[src/rtl/motor_seq_pkg.sv]
// Shared types and encodings for the motor-line handover sequencer.
package motor_seq_pkg;

    // Raw state encodings, also brought out on the debug pins.
    localparam logic [2:0] ENC_DSHOT    = 3'd0;
    localparam logic [2:0] ENC_DRAIN    = 3'd1;
    localparam logic [2:0] ENC_GUARD_PT = 3'd2;
    localparam logic [2:0] ENC_PASSTHRU = 3'd3;
    localparam logic [2:0] ENC_GUARD_DS = 3'd4;

    typedef enum logic [2:0] {
        ST_DSHOT    = ENC_DSHOT,
        ST_DRAIN    = ENC_DRAIN,
        ST_GUARD_PT = ENC_GUARD_PT,
        ST_PASSTHRU = ENC_PASSTHRU,
        ST_GUARD_DS = ENC_GUARD_DS
    } seq_state_e;

    // Line-control outputs that are a pure function of the state.
    typedef struct packed {
        logic mux_sel;
        logic dshot_enable;
        logic bridge_enable;
        logic hold_high;
    } line_ctrl_t;

    localparam line_ctrl_t LINES_DSHOT = '{mux_sel: 1'b1, dshot_enable: 1'b1, bridge_enable: 1'b0, hold_high: 1'b0};
    localparam line_ctrl_t LINES_DRAIN = '{mux_sel: 1'b1, dshot_enable: 1'b0, bridge_enable: 1'b0, hold_high: 1'b0};
    localparam line_ctrl_t LINES_GUARD = '{mux_sel: 1'b0, dshot_enable: 1'b0, bridge_enable: 1'b0, hold_high: 1'b1};
    localparam line_ctrl_t LINES_PT    = '{mux_sel: 1'b0, dshot_enable: 1'b0, bridge_enable: 1'b1, hold_high: 1'b0};

    // Anything unexpected falls back to holding the lines idle-high.
    function automatic line_ctrl_t decode_lines(input seq_state_e st);
        case (st)
            ST_DSHOT:    return LINES_DSHOT;
            ST_DRAIN:    return LINES_DRAIN;
            ST_PASSTHRU: return LINES_PT;
            default:     return LINES_GUARD;
        endcase
    endfunction

endpackage

[src/rtl/sync_2ff.sv]
// Two-flop synchronizer bank for asynchronous level inputs.
module sync_2ff #(
    parameter int unsigned      WIDTH   = 1,
    parameter logic [WIDTH-1:0] RST_VAL = '0
) (
    input  logic             i_clk,
    input  logic             por_reset_27m,
    input  logic [WIDTH-1:0] i_async,
    output logic [WIDTH-1:0] o_sync
);

    logic [WIDTH-1:0] meta_q;
    logic [WIDTH-1:0] sync_q;

    // Two-stage capture; reset value matches each input's idle level.
    always_ff @(posedge i_clk or posedge por_reset_27m) begin
        if (por_reset_27m) begin
            meta_q <= RST_VAL;
            sync_q <= RST_VAL;
        end else begin
            // NOTE: non-blocking so sync_q takes the old meta_q, giving two real stages.
            meta_q <= i_async;
            sync_q <= meta_q;
        end
    end

    assign o_sync = sync_q;

endmodule

[src/rtl/motor_line_sequencer.sv]
// Arbitrates the four motor lines between DSHOT and the BLHeli passthrough bridge,
// with drain, idle-high guard and inactivity timeout on every handover.
module motor_line_sequencer
    import motor_seq_pkg::*;
#(
    parameter int unsigned GUARD_CYCLES     = 27000,
    parameter int unsigned DRAIN_MAX_CYCLES = 2700,
    parameter int unsigned TIMEOUT_CYCLES   = 135000000,
    parameter int unsigned CNT_W            = $clog2(TIMEOUT_CYCLES + 1)
) (
    input  logic       i_clk,
    input  logic       por_reset_27m,
    input  logic       i_req_passthrough,
    input  logic       i_dshot_busy,
    input  logic       i_usb_rx,
    input  logic       i_esc_rx,
    output logic       o_mux_sel,
    output logic       o_dshot_enable,
    output logic       o_bridge_enable,
    output logic       o_hold_high,
    output logic [2:0] o_state,
    output logic       o_timeout_pulse,
    output logic       o_timed_out
);

    localparam logic [CNT_W-1:0] DRAIN_LOAD   = CNT_W'(DRAIN_MAX_CYCLES - 1);
    localparam logic [CNT_W-1:0] GUARD_LOAD   = CNT_W'(GUARD_CYCLES - 1);
    localparam logic [CNT_W-1:0] TIMEOUT_LOAD = CNT_W'(TIMEOUT_CYCLES - 1);

    logic [3:0] async_in;
    logic [3:0] sync_out;
    logic       req_s, busy_s, usb_rx_s, esc_rx_s;
    logic       activity;

    seq_state_e       state_q, state_d;
    logic [CNT_W-1:0] cnt_q, cnt_d;
    logic [1:0]       rx_prev_q, rx_prev_d;
    line_ctrl_t       lines_q, lines_d;
    logic             timeout_pulse_q, timeout_pulse_d;
    logic             timed_out_q, timed_out_d;

    // Idle levels: request and busy low, both RX lines high.
    assign async_in = {i_esc_rx, i_usb_rx, i_dshot_busy, i_req_passthrough};

    sync_2ff #(
        .WIDTH   (4),
        .RST_VAL (4'b1100)
    ) u_sync (
        .i_clk         (i_clk),
        .por_reset_27m (por_reset_27m),
        .i_async       (async_in),
        .o_sync        (sync_out)
    );

    assign {esc_rx_s, usb_rx_s, busy_s, req_s} = sync_out;

    // A start bit (high-to-low) on either UART line keeps the passthrough alive.
    assign rx_prev_d = {esc_rx_s, usb_rx_s};
    assign activity  = |(rx_prev_q & ~rx_prev_d);

    // Next-state, shared down-counter and registered output decode.
    always_comb begin
        // NOTE: every signal gets a default first so no path leaves one unassigned (no latches).
        state_d         = state_q;
        cnt_d           = cnt_q;
        timeout_pulse_d = 1'b0;

        case (state_q)
            ST_DSHOT: begin
                if (req_s && !timed_out_q) begin
                    state_d = ST_DRAIN;
                    cnt_d   = DRAIN_LOAD;
                end
            end
            ST_DRAIN: begin
                if (!req_s) begin
                    state_d = ST_DSHOT;
                    cnt_d   = '0;
                end else if (!busy_s || cnt_q == '0) begin
                    state_d = ST_GUARD_PT;
                    cnt_d   = GUARD_LOAD;
                end else begin
                    cnt_d = cnt_q - CNT_W'(1);
                end
            end
            ST_GUARD_PT: begin
                if (!req_s) begin
                    state_d = ST_GUARD_DS;
                    cnt_d   = GUARD_LOAD;
                end else if (cnt_q == '0) begin
                    state_d = ST_PASSTHRU;
                    cnt_d   = TIMEOUT_LOAD;
                end else begin
                    cnt_d = cnt_q - CNT_W'(1);
                end
            end
            ST_PASSTHRU: begin
                if (!req_s) begin
                    state_d = ST_GUARD_DS;
                    cnt_d   = GUARD_LOAD;
                end else if (activity) begin
                    cnt_d = TIMEOUT_LOAD;
                end else if (cnt_q == '0) begin
                    state_d         = ST_GUARD_DS;
                    cnt_d           = GUARD_LOAD;
                    timeout_pulse_d = 1'b1;
                end else begin
                    cnt_d = cnt_q - CNT_W'(1);
                end
            end
            ST_GUARD_DS: begin
                if (cnt_q == '0) begin
                    state_d = ST_DSHOT;
                end else begin
                    cnt_d = cnt_q - CNT_W'(1);
                end
            end
            default: begin
                state_d = ST_GUARD_DS;
                cnt_d   = GUARD_LOAD;
            end
        endcase

        // Sticky until the host drops its request.
        timed_out_d = req_s ? (timed_out_q | timeout_pulse_d) : 1'b0;
        lines_d     = decode_lines(state_d);
    end

    // State, counter, edge-detect history and registered outputs.
    always_ff @(posedge i_clk or posedge por_reset_27m) begin
        if (por_reset_27m) begin
            state_q         <= ST_DSHOT;
            cnt_q           <= '0;
            rx_prev_q       <= 2'b11;
            lines_q         <= LINES_DSHOT;
            timeout_pulse_q <= 1'b0;
            timed_out_q     <= 1'b0;
        end else begin
            state_q         <= state_d;
            cnt_q           <= cnt_d;
            rx_prev_q       <= rx_prev_d;
            lines_q         <= lines_d;
            timeout_pulse_q <= timeout_pulse_d;
            timed_out_q     <= timed_out_d;
        end
    end

    assign o_mux_sel       = lines_q.mux_sel;
    assign o_dshot_enable  = lines_q.dshot_enable;
    assign o_bridge_enable = lines_q.bridge_enable;
    assign o_hold_high     = lines_q.hold_high;
    assign o_state         = state_q;
    assign o_timeout_pulse = timeout_pulse_q;
    assign o_timed_out     = timed_out_q;

endmodule

[config.mk]
export PLATFORM = sky130hd
export DESIGN_NAME = motor_line_sequencer
export DESIGN_NICKNAME = d
export VERILOG_FILES = /design/src/rtl/motor_seq_pkg.sv /design/src/rtl/sync_2ff.sv /design/src/rtl/motor_line_sequencer.sv
export SDC_FILE = /design/constraint.sdc
export NUM_CORES = 1
export LEC_CHECK = 0
export CAP_MARGIN = 20
export CORE_UTILIZATION = 60
export DETAILED_ROUTE_END_ITERATION = 10
export PLACE_DENSITY = 0.88
export SETUP_SLACK_MARGIN = 0.4
export SYNTH_ARGS = -nofsm -noshare
export SYNTH_HDL_FRONTEND = slang
export SYNTH_SLANG_ARGS = --single-unit
[constraint.sdc]
create_clock -name i_clk -period 3.3 [get_ports i_clk]
set_input_delay 0.495 -clock i_clk [delete_from_list [all_inputs] [get_ports i_clk]]
set_output_delay 0.495 -clock i_clk [all_outputs]
set_load 0.02 [all_outputs]
==> results_dict.tcl, run 1 <==
set metrics [dict create \
    hold_violations 0 \
    cts.sinks 47 \
    die-area_um2 4940 \
    syn_nets 303 \
    hold_class "reg -> reg" \
    leakagePower_nw 1.20 \
    layout.cells.most_common "dfrtp_1" \
    hpwlAfterDp_um 4800 \
    stdcell_count 360 \
    routed_wirelength_um 6820 \
    clock-root-buffer "clkbuf_8" \
    htree_levels 2 \
    grt_pass1_wl_um 11500 \
    grt_pass1_vias 2307 \
    clk_path_buf_depth 2 \
    outcome "finished clean" \
    initial_core_util_pct 63.4 \
    ys_types 65 \
    final_core_util_pct 70.3 \
    track_usage_pct 30.1 \
    num_rows 24 \
    cts_buffers 5 \
    ys_warn_count 0 \
    setup_tns_ns 0 \
    num_io_pins 15 \
    multiInputGateArea_um2 1520 \
    netlist_area_um2 2800 \
    critPathKind "reg -> reg" \
    drc 0 \
    worstPathMaxFanout 12 \
    synth_edf_count 0 \
    fmax_mhz 371 \
    register_area_um2 1190 \
    rsz0062_at_grt "false" \
    clock_latency_ns 0.31 \
    p_switching_w 0.00106 \
    post_cts_buffers 0 \
    start_kind "flip-flop" \
    arrival_ns 2.92 \
    die_y_um 70.3 \
    synthCells 295 \
    synth_top_cell_by_area "dfrtp_1" \
    antenna_found_initial 0 \
    drt_first_pass_iters 5 \
    p_per_area_nw_per_um2 790 \
    drtIter0Drc 309 \
    wl_per_cell_um 18.9 \
    syn_to_final_growth_pct 10.9 \
    via_per_inst 6.81 \
    tightest_slew_ns 0.727 \
    max-slew-margin-rel_pct 51.1 \
    period_minus_slack_ns 2.69 \
    layout.nets 315 \
    clk_pin_slew_ns 0.10 \
    ant_nets 0 \
    slew_viol_final 0 \
    synth_top_cell_area_share_pct 34.9 \
    hold_buffers 0 \
    synth_flop_cell "dfrtp_1" \
    maxCapViolCount 0 \
    worstPathRequired_ns 3.52 \
    port_buffers 14 \
    crit_path_end_kind "flip-flop" \
    place_congestion 0.906 \
    ys_seq_area_share_pct 42.4 \
    grt_max_degree 48 \
    avgSynthCellArea_um2 9.49 \
    p_sw_share_pct 43.2 \
    clock-skew-final_ns 0.00661 \
    cts_tree "yes" \
    async_flop_share_pct 100 \
    setup_viol_count_final 0 \
    die_x_um 70.3 \
    cts-resized-gates 0 \
    drive_gt1_share_pct 14.9 \
    ir_worst_vdd_mv 0.421 \
    synthTopCellsByArea "dfrtp_1 35%, dfstp_2 7.5%, nor2_1 4.3%, a21oi_1 3.6%, xnor2_1 3.4%" \
    fillers 331 \
    vias 2452 \
    placed_cells_incl_taps 351 \
    p_int_w 0.00139 \
    antenna_cells 0 \
    combinationalPowerShare_pct 46.0 \
    grt_overflow 0 \
    core-area_um2 4410 \
    final_cell_mix "39 x dfrtp_1, 32 x nor2_1, 20 x a21oi_1" \
    p_clk_share_pct 15.7 \
    seq_power_share_pct 38.3 \
    ys_ff_latch 47 \
    timing.final.crit_share_pct 81.6 \
]
path summary, 6_finish.rpt:
path,start,to,slack [ns],cells past startpoint
worst max-delay path,cnt_q[4]$_DFFE_PP0P_,cnt_q[8]$_DFFE_PP0P_,0.61,6
worst min-delay path,u_sync.meta_q[1]$_DFF_PP0_,u_sync.o_sync[1]$_DFF_PP0_,0.36,0
worst max register to register,cnt_q[4]$_DFFE_PP0P_,cnt_q[8]$_DFFE_PP0P_,0.61,6
worst min register to register,u_sync.meta_q[1]$_DFF_PP0_,u_sync.o_sync[1]$_DFF_PP0_,0.36,0
max in group asynchronous,por_reset_27m,o_mux_sel$_DFF_PP1_,2.35,3
min in group asynchronous,por_reset_27m,cnt_q[23]$_DFFE_PP0P_,0.42,2
metrics by stage:
step | power (W) | worst slack, ns | cell area, um2 | hold WS, ns
2_1_floorplan | 0.00176 | 0.955 | 2800 | 0.331
3_3_place_gp | 0.00199 | 0.692 | 2980 | 0.332
3_5_place_dp | 0.00204 | 0.614 | 2980 | 0.338
4_1_cts | 0.00243 | 0.504 | 3070 | 0.362
5_1_grt | 0.00262 | 0.456 | 3100 | 0.366
6_report | 0.00245 | 0.608 | 3100 | 0.359
state kept, by name, indices dropped and copies added (netlist names), 2 cells and up:
signal / flops
rx_prev_q: 2
cnt_q: 28
u_sync.meta_q: 4
u_sync.o_sync: 4
o_state: 3
kinds of logic after synthesis:
kind of cell | share of synthesized area [%]
buffers and inverters | 3.80
DFF | 42.4
and+or+nand+nor | 23.4
AOI/OAI and AO/OA | 24.8
muxes | 0.358
adders and majority gates | 0.894
xor gates and xnor gates | 4.38
synthesized netlist by cell type (5+ instances only):
cell type / number
nor2_1: 32
nor4_1: 13
dfrtp_1: 39
a21oi_1: 20
nor3_1: 15
inv_1: 9
or4_1: 5
nor2b_1: 6
clkbuf_1: 8
o21ai_0: 11
nand2_1: 16
xnor2_1: 11
a22o_1: 5
dfstp_2: 8
routing by layer:
metal | track usage (%) | share of wire (%) | vias to the layer above
li1 | - | - | 1138
met1 | 40.7 | 43 | 1185
met2 | 47.0 | 49 | 109
met3 | 5.77 | 5.6 | 20
met4 | 13.1 | 2.5 | 0
met5 | 0 | 0 | -
layout make-up:
type	instances	area share, %
sequential	47	38.2
timing repair buffer	21	6.61
clock inverter	3	0.927
clock buffer	5	2.22
multi-input combinational	223	48.9
inverter	9	1.09
tap	52	2.10
worst max-delay path, cell delays in order (launching register included):
cell,delay (ns)
dfrtp_1,0.45
or4_1,0.70
nand4b_4,0.27
or2_4,0.36
o31ai_4,0.46
nor4_1,0.11
nor4_2,0.25
power by group through the flow:
stage                     combinational [W]  sequential [W]  clock, W
after floorplan                    0.000856        0.000902         0
after global placement              0.00106        0.000929         0
after detailed placement            0.00110        0.000943         0
after CTS                           0.00111        0.000934  0.000391
after global routing                0.00124        0.000963  0.000418
final                               0.00113        0.000939  0.000385
Note: power is estimated with default switching activity, not from simulation.
==> run 2: changes to the inputs <==
- CORE_UTILIZATION: 60 -> 54
- PLACE_DENSITY: 0.88 -> 0.84
- clock period: 3.3 -> 2.4 ns (I/O delays scaled with it)
==> results_dict.tcl, run 2 (synthesized netlist as in run 1, its figures left out) <==
set metrics [dict create \
    final_cell_mix "71 x buf_4, 37 x dfrtp_1, 24 x nor2_1" \
    outcome "complete, but fails checks" \
    grt_pass1_vias 2876 \
    p_clk_share_pct 12.9 \
    clock-skew-final_ns 0.0115 \
    cts_buffers 5 \
    arrival_ns 2.68 \
    worst_slack_ns -0.104 \
    critPathKind "reg -> reg" \
    hpwlAfterDp_um 5490 \
    worstPathMaxFanout 8 \
    power_w 0.00474 \
    hold_violations 0 \
    p_sw_share_pct 43.2 \
    drive_gt1_share_pct 45.8 \
    maxCapViolCount 0 \
    num_rows 25 \
    place_congestion 0.918 \
    port_buffers 14 \
    timing.final.crit_share_pct 104 \
    p_int_w 0.00269 \
    grt_pass1_wl_um 14200 \
    start_kind "flip-flop" \
    hold_class "reg -> reg" \
    dpl_cell_area_um2 3380 \
    violations "setup timing" \
    r2r_slack_ns -0.10 \
    drc 0 \
    rsz0062_at_grt "true" \
    ir_worst_vdd_mv 0.576 \
    leakagePower_nw 1.69 \
    via_per_inst 7.01 \
    clock-root-buffer "clkbuf_8" \
    seq_power_share_pct 26.7 \
    cts.sinks 47 \
    period_minus_slack_ns 2.50 \
    track_usage_pct 35.2 \
    drt_first_pass_iters 7 \
    initial_core_util_pct 57.7 \
    drtIter0Drc 446 \
    fmax_mhz 399 \
    die-area_um2 5480 \
    grt_overflow 0 \
    clk_pin_slew_ns 0.08 \
    antenna_found_initial 0 \
    layout.nets 391 \
    p_per_area_nw_per_um2 1130 \
    wl_per_cell_um 24.2 \
    worstPathRequired_ns 2.57 \
    setup_viol_count_final 17 \
    grt_max_degree 24 \
    syn_to_final_growth_pct 49.4 \
    crit_path_end_kind "flip-flop" \
    ant_nets 0 \
    clock_latency_ns 0.31 \
    core-area_um2 4850 \
    largest_register_ffs 28 \
    die_x_um 74.0 \
    antenna_cells 0 \
    finish.instance_area_um2 4180 \
    max-slew-margin-rel_pct 57.1 \
    p_switching_w 0.00205 \
    num_io_pins 15 \
    htree_levels 2 \
    combinationalPowerShare_pct 60.4 \
    clk_path_buf_depth 2 \
    vias 3160 \
    die_y_um 74.0 \
    routed_wirelength_um 10900 \
    layout.cells.most_common "buf_4" \
    largest-register "cnt_q" \
    tightest_slew_ns 0.643 \
    slew_viol_final 0 \
    cts_tree "yes" \
]
[run 2: repair_timing]
action,CTS,global route
buffers inserted,13,15
gates cloned,1,0
pin swaps,21,27
hold buffers,0,0
resized for setup,50,50
setup endpoints to repair,40,39
[run 2: power groups by stage]
stage | clock network [W] | logic, W | registers, W
5_1_grt | 0.000640 | 0.00300 | 0.00128
3_5_place_dp | 0 | 0.00199 | 0.00122
4_1_cts | 0.000611 | 0.00233 | 0.00123
2_1_floorplan | 0 | 0.00119 | 0.00125
6_report | 0.000611 | 0.00286 | 0.00127
3_3_place_gp | 0 | 0.00193 | 0.00120
[run 2: layout make-up]
cell class | instances | area (um2)
multi-input combinational | 223 | 1950
sequential | 47 | 1190
timing repair buffer | 97 | 807
fill | 231 | 667
tap | 67 | 83.8
clock buffer | 6 | 82.6
clock inverter | 2 | 35.0
inverter | 9 | 33.8
[run 2: metrics by stage]
step / instances / util (%) / hold WS (ns) / TNS [ns] / setup slack (ns)
6_report: 451 / 86.2 / 0.356 / -0.871 / -0.104
5_1_grt: 451 / 86.2 / 0.361 / -2.33 / -0.165
4_1_cts: 436 / 78.9 / 0.358 / 0 / 0.100
3_5_place_dp: 414 / 69.6 / 0.338 / -0.0169 / -0.0169
3_3_place_gp: 414 / 69.6 / 0.334 / 0 / 0.00135
2_1_floorplan: 295 / - / 0.331 / 0 / 0.0909
[run 2: layer usage]
layer / track usage [%] / vias to the layer above / wire (um)
li1: - / 1287 / -
met1: 44.5 / 1496 / 3890
met2: 58.3 / 280 / 5170
met3: 6.23 / 97 / 1160
met4: 17.7 / 0 / 680
met5: 0 / - / 0
[run 2: worst paths after layout]
check / to / startpoint / depth (start not counted)
min in group asynchronous: cnt_q[11]$_DFFE_PP0P_ / por_reset_27m / 2
worst min register to register: u_sync.o_sync[1]$_DFF_PP0_ / u_sync.meta_q[1]$_DFF_PP0_ / 0
worst max-delay path: cnt_q[27]$_DFFE_PP0P_ / cnt_q[9]$_DFFE_PP0P_ / 9
worst min-delay path: u_sync.o_sync[1]$_DFF_PP0_ / u_sync.meta_q[1]$_DFF_PP0_ / 0
worst max register to register: cnt_q[27]$_DFFE_PP0P_ / cnt_q[9]$_DFFE_PP0P_ / 9
max in group asynchronous: o_dshot_enable$_DFF_PP1_ / por_reset_27m / 3
[run 2: worst max-delay path, cell delays in order (launching register included)]
cell	delay, ns
dfrtp_1	0.42
buf_4	0.18
nor4_1	0.35
buf_4	0.20
nand4b_4	0.15
or2_4	0.32
a21oi_4	0.33
buf_6	0.17
o31a_1	0.15
o22ai_1	0.10
